## config.mk

```make
export PLATFORM = sky130hd
export DESIGN_NAME = sram_bist_ctrl
export DESIGN_NICKNAME = d
export VERILOG_FILES = /design/src/rtl/sram_bist_ctrl.sv
export SDC_FILE = /design/constraint.sdc
export NUM_CORES = 1
export LEC_CHECK = 0
export CORE_ASPECT_RATIO = 0.7
export CORE_MARGIN = 8
export CORE_UTILIZATION = 30
export DETAILED_ROUTE_END_ITERATION = 8
export HOLD_SLACK_MARGIN = 0.02
export PLACE_DENSITY = 0.63
export SYNTH_ARGS = -nofsm -noshare
export SYNTH_HDL_FRONTEND = slang
export SYNTH_SLANG_ARGS = --single-unit
```

## constraint.sdc

```tcl
create_clock -name clk -period 2.1 [get_ports clk]
set_input_delay 0.525 -clock clk [delete_from_list [all_inputs] [get_ports clk]]
set_output_delay 0.525 -clock clk [all_outputs]
set_load 0.03 [all_outputs]
```

## src/rtl/sram_bist_ctrl.sv

```systemverilog
// ============================================================================
// sram_bist_ctrl
// ----------------------------------------------------------------------------
// Built-in self-test initiator for a small synchronous single-port SRAM.
// While a test runs, this block owns the SRAM port and performs a four-phase
// march:
//   WR0 : write P(a)  = a ^ PATTERN to every address, ascending
//   RD0 : read back every address and compare against P(a)
//   WR1 : write ~P(a) to every address, ascending
//   RD1 : read back every address and compare against ~P(a)
// The first mismatch ends the test early. The block then reports the failing
// address and the data that was read there.
//
// Parameters
//   AW       address width, depth is 2**AW
//   DW       data width
//   RD_LAT   SRAM read latency in rising edges (1..3)
//   PATTERN  XOR seed applied to the low DW address bits to form write data
//
// Ports
//   clk        single clock, rising edge
//   rst_n      asynchronous active-low reset; aborts a running test at once
//   start      test request, honoured only while idle or done
//   mem_we     SRAM write enable
//   mem_addr   SRAM address
//   mem_din    SRAM write data
//   mem_dout   SRAM read data, valid RD_LAT edges after the read address
//   busy       high while a test runs
//   done       high from test end until the next start
//   pass       valid while done; 1 means no mismatch was seen
//   fail_addr  first failing address (0 on pass)
//   fail_data  data read at fail_addr (0 on pass)
// ============================================================================
module sram_bist_ctrl #(
    parameter int              AW      = 5,
    parameter int              DW      = 4,
    parameter int              RD_LAT  = 1,
    parameter logic [DW-1:0]   PATTERN = 4'hA
) (
    input  logic          clk,
    input  logic          rst_n,
    input  logic          start,
    output logic          mem_we,
    output logic [AW-1:0] mem_addr,
    output logic [DW-1:0] mem_din,
    input  logic [DW-1:0] mem_dout,
    output logic          busy,
    output logic          done,
    output logic          pass,
    output logic [AW-1:0] fail_addr,
    output logic [DW-1:0] fail_data
);

    typedef enum logic [2:0] {
        IDLE,
        WR0,
        RD0,
        WR1,
        RD1,
        DONE
    } state_e;

    localparam logic [AW-1:0] LAST_ADDR = '1;

    // Write data for address a. The inverted phases use the bitwise
    // complement, so every cell is exercised with both polarities.
    function automatic logic [DW-1:0] patternFor(input logic [AW-1:0] addr,
                                                 input logic          inv);
        logic [DW-1:0] p;
        p = DW'(addr) ^ PATTERN;
        return inv ? ~p : p;
    endfunction

    // ------------------------------------------------------------------------
    // Registered state and outputs
    // ------------------------------------------------------------------------
    state_e          state_q;
    logic            memWe_q;
    logic [AW-1:0]   memAddr_q;
    logic [DW-1:0]   memDin_q;
    logic            issuing_q;
    logic            busy_q;
    logic            done_q;
    logic            pass_q;
    logic [AW-1:0]   failAddr_q;
    logic [DW-1:0]   failData_q;

    // Read tracking pipeline: one entry per issued read, head at RD_LAT-1.
    logic            pipeValid_q [RD_LAT];
    logic [AW-1:0]   pipeAddr_q  [RD_LAT];
    logic [DW-1:0]   pipeExp_q   [RD_LAT];

    // ------------------------------------------------------------------------
    // Combinational helpers
    // ------------------------------------------------------------------------
    logic            inRead_d;
    logic            invPhase_d;
    logic [AW-1:0]   nextAddr_d;
    logic [DW-1:0]   issueExp_d;
    logic            headValid_d;
    logic            headMismatch_d;
    logic            headLast_d;
    logic            flush_d;
    logic            loadValid_d;

    // The head entry lines up with mem_dout for the read it describes, so the
    // compare is purely combinational. A mismatch or the final compare of a
    // phase flushes the pipeline, which discards any reads still in flight.
    always_comb begin
        inRead_d       = (state_q == RD0) || (state_q == RD1);
        invPhase_d     = (state_q == WR1) || (state_q == RD1);
        nextAddr_d     = memAddr_q + AW'(1);
        issueExp_d     = patternFor(memAddr_q, invPhase_d);
        headValid_d    = inRead_d && pipeValid_q[RD_LAT-1];
        headMismatch_d = headValid_d && (mem_dout != pipeExp_q[RD_LAT-1]);
        headLast_d     = headValid_d && (pipeAddr_q[RD_LAT-1] == LAST_ADDR);
        flush_d        = headMismatch_d || headLast_d;
        loadValid_d    = inRead_d && issuing_q && !flush_d;
    end

    // Shift register that follows each issued read. Stage 0 captures the
    // address and expected data in the cycle the read is presented; the entry
    // reaches the head exactly when the SRAM returns that read's data.
    always_ff @(posedge clk or negedge rst_n) begin
        if (!rst_n) begin
            for (int i = 0; i < RD_LAT; i++) begin
                pipeValid_q[i] <= 1'b0;
                pipeAddr_q[i]  <= '0;
                pipeExp_q[i]   <= '0;
            end
        end else begin
            pipeValid_q[0] <= loadValid_d;
            pipeAddr_q[0]  <= memAddr_q;
            pipeExp_q[0]   <= issueExp_d;
            for (int i = 1; i < RD_LAT; i++) begin
                pipeValid_q[i] <= pipeValid_q[i-1] && !flush_d;
                pipeAddr_q[i]  <= pipeAddr_q[i-1];
                pipeExp_q[i]   <= pipeExp_q[i-1];
            end
        end
    end

    // Test sequencer. All SRAM port values and status outputs are registered
    // here so they change only on clock edges (or immediately on reset).
    // During the drain part of a read phase issuing_q is low and the address
    // holds at the last location until the final compare retires.
    always_ff @(posedge clk or negedge rst_n) begin
        if (!rst_n) begin
            state_q    <= IDLE;
            memWe_q    <= 1'b0;
            memAddr_q  <= '0;
            memDin_q   <= '0;
            issuing_q  <= 1'b0;
            busy_q     <= 1'b0;
            done_q     <= 1'b0;
            pass_q     <= 1'b0;
            failAddr_q <= '0;
            failData_q <= '0;
        end else begin
            case (state_q)
                IDLE, DONE: begin
                    if (start) begin
                        state_q    <= WR0;
                        memWe_q    <= 1'b1;
                        memAddr_q  <= '0;
                        memDin_q   <= patternFor('0, 1'b0);
                        issuing_q  <= 1'b0;
                        busy_q     <= 1'b1;
                        done_q     <= 1'b0;
                        pass_q     <= 1'b0;
                        failAddr_q <= '0;
                        failData_q <= '0;
                    end
                end

                WR0, WR1: begin
                    if (memAddr_q == LAST_ADDR) begin
                        // The address wraps to 0 only at this phase change.
                        state_q   <= (state_q == WR0) ? RD0 : RD1;
                        memWe_q   <= 1'b0;
                        memAddr_q <= '0;
                        memDin_q  <= '0;
                        issuing_q <= 1'b1;
                    end else begin
                        memAddr_q <= nextAddr_d;
                        memDin_q  <= patternFor(nextAddr_d, invPhase_d);
                    end
                end

                RD0, RD1: begin
                    if (headMismatch_d) begin
                        state_q    <= DONE;
                        memWe_q    <= 1'b0;
                        memAddr_q  <= '0;
                        memDin_q   <= '0;
                        issuing_q  <= 1'b0;
                        busy_q     <= 1'b0;
                        done_q     <= 1'b1;
                        pass_q     <= 1'b0;
                        failAddr_q <= pipeAddr_q[RD_LAT-1];
                        failData_q <= mem_dout;
                    end else if (headLast_d) begin
                        issuing_q <= 1'b0;
                        if (state_q == RD0) begin
                            // First inverted write follows the last RD0
                            // compare with no gap.
                            state_q   <= WR1;
                            memWe_q   <= 1'b1;
                            memAddr_q <= '0;
                            memDin_q  <= patternFor('0, 1'b1);
                        end else begin
                            state_q    <= DONE;
                            memWe_q    <= 1'b0;
                            memAddr_q  <= '0;
                            memDin_q   <= '0;
                            busy_q     <= 1'b0;
                            done_q     <= 1'b1;
                            pass_q     <= 1'b1;
                            failAddr_q <= '0;
                            failData_q <= '0;
                        end
                    end else if (issuing_q) begin
                        if (memAddr_q == LAST_ADDR) begin
                            issuing_q <= 1'b0;
                        end else begin
                            memAddr_q <= nextAddr_d;
                        end
                    end
                end

                default: begin
                    state_q   <= IDLE;
                    memWe_q   <= 1'b0;
                    memAddr_q <= '0;
                    memDin_q  <= '0;
                    issuing_q <= 1'b0;
                    busy_q    <= 1'b0;
                    done_q    <= 1'b0;
                end
            endcase
        end
    end

    assign mem_we    = memWe_q;
    assign mem_addr  = memAddr_q;
    assign mem_din   = memDin_q;
    assign busy      = busy_q;
    assign done      = done_q;
    assign pass      = pass_q;
    assign fail_addr = failAddr_q;
    assign fail_data = failData_q;

endmodule

```

==> results of run 1 <==
[worst paths after layout]
kind	to	cells after the start
worst min register to register	pipeAddr_q[4]	0
worst max-delay path	mem_addr[0]	2
max in group asynchronous	mem_addr[1]	2
worst max register to register	mem_addr[2]	9
worst min-delay path	pipeAddr_q[4]	0
min in group asynchronous	fail_data[1]	2
[cell usage in the layout (no fill, tap or decap), types with 4 or more instances in the layout]
| cell type | instances |
|---|---|
| xor2_1 | 10 |
| nand3_1 | 8 |
| nor2_1 | 9 |
| o21ai_0 | 11 |
| o31ai_1 | 5 |
| buf_4 | 26 |
| dfrtp_1 | 34 |
| a22o_1 | 11 |
| clkdlybuf4s50_1 | 22 |
| nand2_1 | 16 |
| nand2b_1 | 4 |
| inv_1 | 4 |
| dlygate4sd2_1 | 5 |
| clkbuf_8 | 5 |
[what timing repair did]
action / 4_1_cts / 5_1_grt
buffers inserted: 1 / 3
setup endpoints to repair: 23 / 8
gates resized for setup: 13 / 7
pin swaps: 6 / 3
[power by group]
group	internal, mW	total, mW	switching, mW
logic	0.534	1.13	0.596
clock network	0.351	0.617	0.266
registers	0.900	1.07	0.172
total	1.79	2.82	1.03
[stage by stage]
stage	area (µm²)	instances	utilization, %	hold WS [ns]	setup TNS (ns)
floorplan	1790	170	-	0.229	0
global placement	2320	290	40.6	0.430	-8.10
detailed placement	2320	290	40.6	0.440	-8.57
CTS	2480	299	43.2	0.458	0
global route	2530	302	44.2	0.460	-0.0130
finish	2530	302	44.2	0.458	0
[cell families after synthesis]
logic type / after synthesis
mux: 2
xor+xnor: 13
simple gates: 52
fa+ha+maj: 2
buf+inv: 14
flops: 36
compound gates: 51
[final cells by class]
class / instances / area (µm²) / share of cell area, %
clock inverters: 3 / 42.5 / 1.68
flip-flops and latches: 36 / 903 / 35.7
clock buffers: 5 / 68.8 / 2.72
inverters: 5 / 18.8 / 0.741
multi-input cells: 120 / 878 / 34.7
repair buffers: 58 / 526 / 20.8
well taps: 75 / 93.8 / 3.71
[state kept, by name, summed over array words and instances (netlist names), 3 cells and up]
signal,flops
fail_addr,5
mem_addr,5
pipeAddr_q,5
fail_data,4
mem_din,4
pipeExp_q,4
state_q,3
[routing by layer]
layer  part of all wire [%]  GRT usage (%)  vias to the layer above
li1                       -              -                      734
met1                     48           16.6                      736
met2                     42           16.0                       53
met3                    8.5           3.52                        8
met4                    1.5           4.97                        0
met5                      0              0                        -
==> results.txt, run 1 <==
* Critical path launch point: mem_addr[0]
* Number of antenna violations at the first check in global routing: 0
- Grouping stages by cell kind, the critical path spends the most delay in buffers and inverters.
* Synth area leaders: dfrtp_1, a22o_1, xor2_1
- CTS H-tree lvls: 2
* Count of buffering cells on the critical path with inverters included: 2
- Adder-cell share of the synthesized area: under 10%
* Synth cell types: 45
- STA classifies the critical path endpoint as an output port.
- Data on the critical path arrives at its endpoint at about 1.5 ns.
- At the end of routability-driven placement, the weighted congestion stood at a little under 0.9.
- The worst-case IR drop observed on VDD is roughly 700 µV.
- Worst Skew: 0.00517 ns
- A synthesized cell averages between 10 and 15 µm².
- Sequential-to-total area share from yosys stat: 50.7%
- Global routing used between 10% and 20% of the available tracks.
* Remaining max-slew budget at the tightest pin: 63.5%
- In the final layout, the share of cells above drive strength 1 is a little under a quarter.
- Post-Syn Area: about 1800 µm²
* Number of buffers inserted by hold repair at cts: 0
- HPWL after detailed placement: about 3400 µm
- Reg-to-reg critical path startpoint: mem_addr[0]
- At the later pin of the worst-skew pair, clock insertion delay measures around 0.30 ns.
- During placement, the flow inserted port buffers numbering 28.
- Effective utilization at floorplan: between 30 and 40%
* Standard cell with the maximum stage delay on the critical path: clkdlybuf4s50_1
- Number of rows in the core area: 23
- For this design, the sink count on the clock tree is 36.
- The number of global-route vias before repair is 1497.
- The commonest cells after synthesis are dfrtp_1, nand2_1, a22o_1, o21ai_0.
* TritonCTS Buffers: 5
- Iteration-0 DRC Markers: approximately 170
* Total Power: roughly 2.8 mW
- Xor and xnor fraction of the mapped netlist area: under 10%
- Router iterations before antenna repair: 4
- In this run the worst path has a maximum fanout of 6.
- Worst hold-check path type: flip-flop to flip-flop
- Timing would allow up to between 400 and 500 MHz.
- In the routed layout, each cell is associated on average with a via count of between 5 and 6.
- Share of the clock period used by the worst path after layout: around 98%
- Die height: around 80 µm
- The repair_antennas step left the layout with diodes totalling 0.
- Total die area: ~8700 µm²
* Multiplexer area fraction after synthesis: 1.20%
- In this run the register-to-register setup slack is about 0.13 ns.
- Area growth, synth to finish: 42.5%
* Top-area cell type share of the netlist area: about half
- Dominant register cell in the synthesized netlist: dfrtp_1
* Number of nets with antenna violations after routing: 0
- Synth Area in Compound Gates: a little over a fifth
- The smallest clock period supported by the final layout is computed as between 2 and 2.5 ns.
- TritonCTS built the clock tree.
- Number of hold violations in the final report: 0
* Proportion of register bits with asynchronous set or reset after synthesis: 100%
* Max-capacitance violation count: 0
- After detailed routing, the total wire length is slightly below 5000 µm.
- Prior to clock tree synthesis, the placed netlist has a worst setup slack of -0.461 ns.
- For this run, the slowest stage of the critical path takes 0.68 ns.
* Buffers from clock root to sink, at most: 2
- For this run, the post-layout net count is 235.
- CP Data Required Time: approximately 1.6 ns
- The tree is rooted in a clkbuf_8.
* Post-synthesis share of cell area spent on and, or, nand and nor gates: approximately 14%
- DRC viols: 0
* Post-Synthesis Cells: 170
- Combinational family with the most area after synthesis: compound AO/OA/AOI/OAI gates
- At the pin with the least slew margin, the transition time is approximately 0.54 ns.
* Critical path, cell by cell: buf_4 -> clkdlybuf4s50_1
* HP Start: mem_addr[4]
- Category of the most critical setup path: flip-flop to output port
- After floorplanning, the core was sized to cover between 5000 and 6000 µm².
- Detailed routing inserted a total of roughly 1.5k vias.
* Worst-path clk slew: 0.08 ns
* Startpoint types: flip-flop
* Synthesis-stage register bit count: 36
* Die outline width: around 110 µm
- Status: complete, no violations
* Reported leakage power: 1.12 nW
- Synth Warn #: 0
* Net count of the mapped netlist: roughly 180
- Largest net degree at the start of global routing: 37
- Most numerous cell in the Yosys netlist: dfrtp_1
* Number of fillers in the final layout: ~530
* Count of endpoints failing setup in the final report: 0
* Final routed wire length divided by cell count: between 15 and 20 µm
- Final Max Tran Viols: 0
* Most area-hungry cell type in the Yosys netlist: dfrtp_1
* Worst Slack Setup Final: approximately 0.038 ns
* GR Overflow Total: 0
- The first global-routing pass estimated 7910 µm of wire.
- Number of synthesized flops with an enable pin: 0
- Power spread over the standard cell area amounts to around 1100 nW/µm².
* Top Ports: 29
(Power assumes the default switching activity.)
==> run 2: changes to the inputs <==
Settings changed: CORE_UTILIZATION 30 to 47, PLACE_DENSITY 0.63 to 0.85.
==> run 2 against run 1 <==
Net effect: total power increased by 0.55%; non-clock buffer count stayed put; critical path type unchanged; combinational power up 4%; clock-buffer cell count stayed put; final area fell by 2.3%; hold slack got worse by 0.0018 ns; largest cell class unchanged.
==> results.txt, run 2 (synthesis gave the netlist of run 1 again) <==
* Status: complete, no violations
* Arrival time reported for the critical path endpoint: between 1.5 and 2 ns
- Max frequency: just under 500 MHz
* Nets: roughly 240
* Remaining max-slew budget at the tightest pin: between 60% and 70%
- In this run the clock root is driven by a clkbuf_8.
- For the final database, setup skew stands at around 0.0042 ns.
- The H-tree generated during clock tree synthesis spans 2 levels.
* Final Max Tran Viols: 0
- The number of global-route vias before repair is around 1.6k.
- Global-route wire length before repair: around 8000 µm
* Post-placement setup slack: -0.446 ns
* Total global-route track usage: between 10% and 20%
- Final GP Congestion: approximately 0.94
- Area of all placed cells without fillers: ~2500 µm²
- The library cell used most frequently in the layout, excluding fill and tap cells, is dfrtp_1.
* Share of the clock period used by the worst path after layout: a little over nine tenths
- Worst-margin pin slew: around 0.54 ns
- Total power for the finished layout comes to 2.83 mW.
- Post-Layout Cell Count: approximately 280
- The number of clock buffers added by TritonCTS is 5.
- The core region is roughly 3600 µm².
- In this run the worst path has a maximum fanout of 6.
- Drt via density: around 5.8
- CTS Sinks: 36
- Startpoint types: flip-flop
- CP Data Required Time: ~1.6 ns
- Setup repair after global routing left no endpoint under its margin.
* GR Overflow Total: 0
* DRC viols: 0
- Setup violations remaining at the end of the flow were counted as 0.
- In this run the vertical extent of the chip is 67.4 µm.
* PwrDens: 1150 nW/µm²
* Worst Slack Setup Final: 0.0230 ns
- Of the cells placed in the final design, the portion with a size suffix greater than 1 is between 20% and 30%.
* Post-Place Cell Area: between 2000 and 2500 µm²
* Buffers from clock root to sink, at most: 2
* Number of nets with antenna violations after routing: 0
- Effective utilization at floorplan: approximately half
- VDD sags by at most approximately 940 µV.
* Shortest clock period the worst path allows after layout: between 2 and 2.5 ns
- Number of hold violations in the final report: 0
* Largest net degree at the start of global routing: 30
- In this run, the number of DRC markers left after iteration 0 of detailed routing was 144.
- Leaving out fill and tap cells, the most frequent cells in the layout are dfrtp_1, buf_4, clkdlybuf4s50_1, nand2_1, a22o_1.
- Area growth, synth to finish: 39.2%
- Post-placement cell count: 264
* Final routed wire length divided by cell count: around 17 µm
* Die outline width: 89.5 µm
- Worst-path clk slew: roughly 0.070 ns
- The initial antenna violation count came to 0.
- Sort of element at the end of the critical path: output port
- Across all layers, the routed design uses 1603 vias.
- The min-delay analysis places its worst path in the category flip-flop to flip-flop.
- The wire-length estimate of the detail-placed layout is between 3000 and 4000 µm.
* Top Ports: 29
- IO buf count: 28
- The floorplan step defined a die boundary enclosing 6030 µm².
- Router iterations before antenna repair: 4
- Max-capacitance violation count: 0
- Number of rows in the core area: 18
- At the end of the flow the core is filled with cells to 69.1%.
- The routed design has between 4000 and 5000 µm of wire.
- For the worst-skew pair, the clock arrives at the later sink with an insertion delay of slightly below 0.3 ns.
- Category of the most critical setup path: flip-flop to output port
- TritonCTS built the clock tree.
* Number of inserted diodes: 0
- Reported leakage power: about 1.1 nW
-- run 2: where the power goes --
group | switching [mW] | internal (mW) | leakage, nW
registers | 0.151 | 0.900 | 0.451
logic | 0.619 | 0.552 | 0.606
clock network | 0.260 | 0.351 | 0.0541
-- run 2: path summary, 6_finish.rpt --
path / cells past startpoint / slack (ns) / end / from
worst max-delay path: 2 / 0.02 / mem_addr[0] / mem_addr[0]
worst min-delay path: 0 / 0.46 / pipeAddr_q[4] / mem_addr[4]
worst max register to register: 6 / 0.13 / busy / pipeExp_q[2]
worst min register to register: 0 / 0.46 / pipeAddr_q[4] / mem_addr[4]
max in group asynchronous: 3 / 1.04 / state_q[2] / rst_n
min in group asynchronous: 2 / 0.61 / fail_data[2] / rst_n
-- run 2: metal layers --
metal	wire (µm)	up-vias	track usage [%]
li1	-	742	-
met1	2160	762	23.0
met2	2140	82	25.4
met3	372	17	4.61
met4	136	0	10.1
met5	0	-	0
-- run 2: layout make-up --
cell class | instances | area (µm²)
clock buffers | 5 | 68.8
clock inverters | 3 | 42.5
fillers | 269 | 1110
inverters | 5 | 18.8
multi-input cells | 120 | 853
flip-flops and latches | 36 | 905
well taps | 50 | 62.6
repair buffers | 58 | 523
-- run 2: critical path: stages (launching register included) --
cell and delay [ns]:
dfrtp_2 0.39, buf_4 0.18, clkdlybuf4s50_1 0.69
-- run 2: metrics by stage --
stage	TNS [ns]	hold slack, ns
3_5_place_dp	-8.69	0.440
2_1_floorplan	0	0.229
5_1_grt	0	0.476
4_1_cts	0	0.457
6_report	0	0.456
3_3_place_gp	-6.71	0.438
-- run 2: what timing repair did --
item / CTS / global route
setup endpoints to repair: 12 / 21
gates resized for setup: 12 / 5
gates cloned: 1 / 0
hold buffers: 0 / 0
pin swaps: 2 / 3
setup buffers: 3 / 1
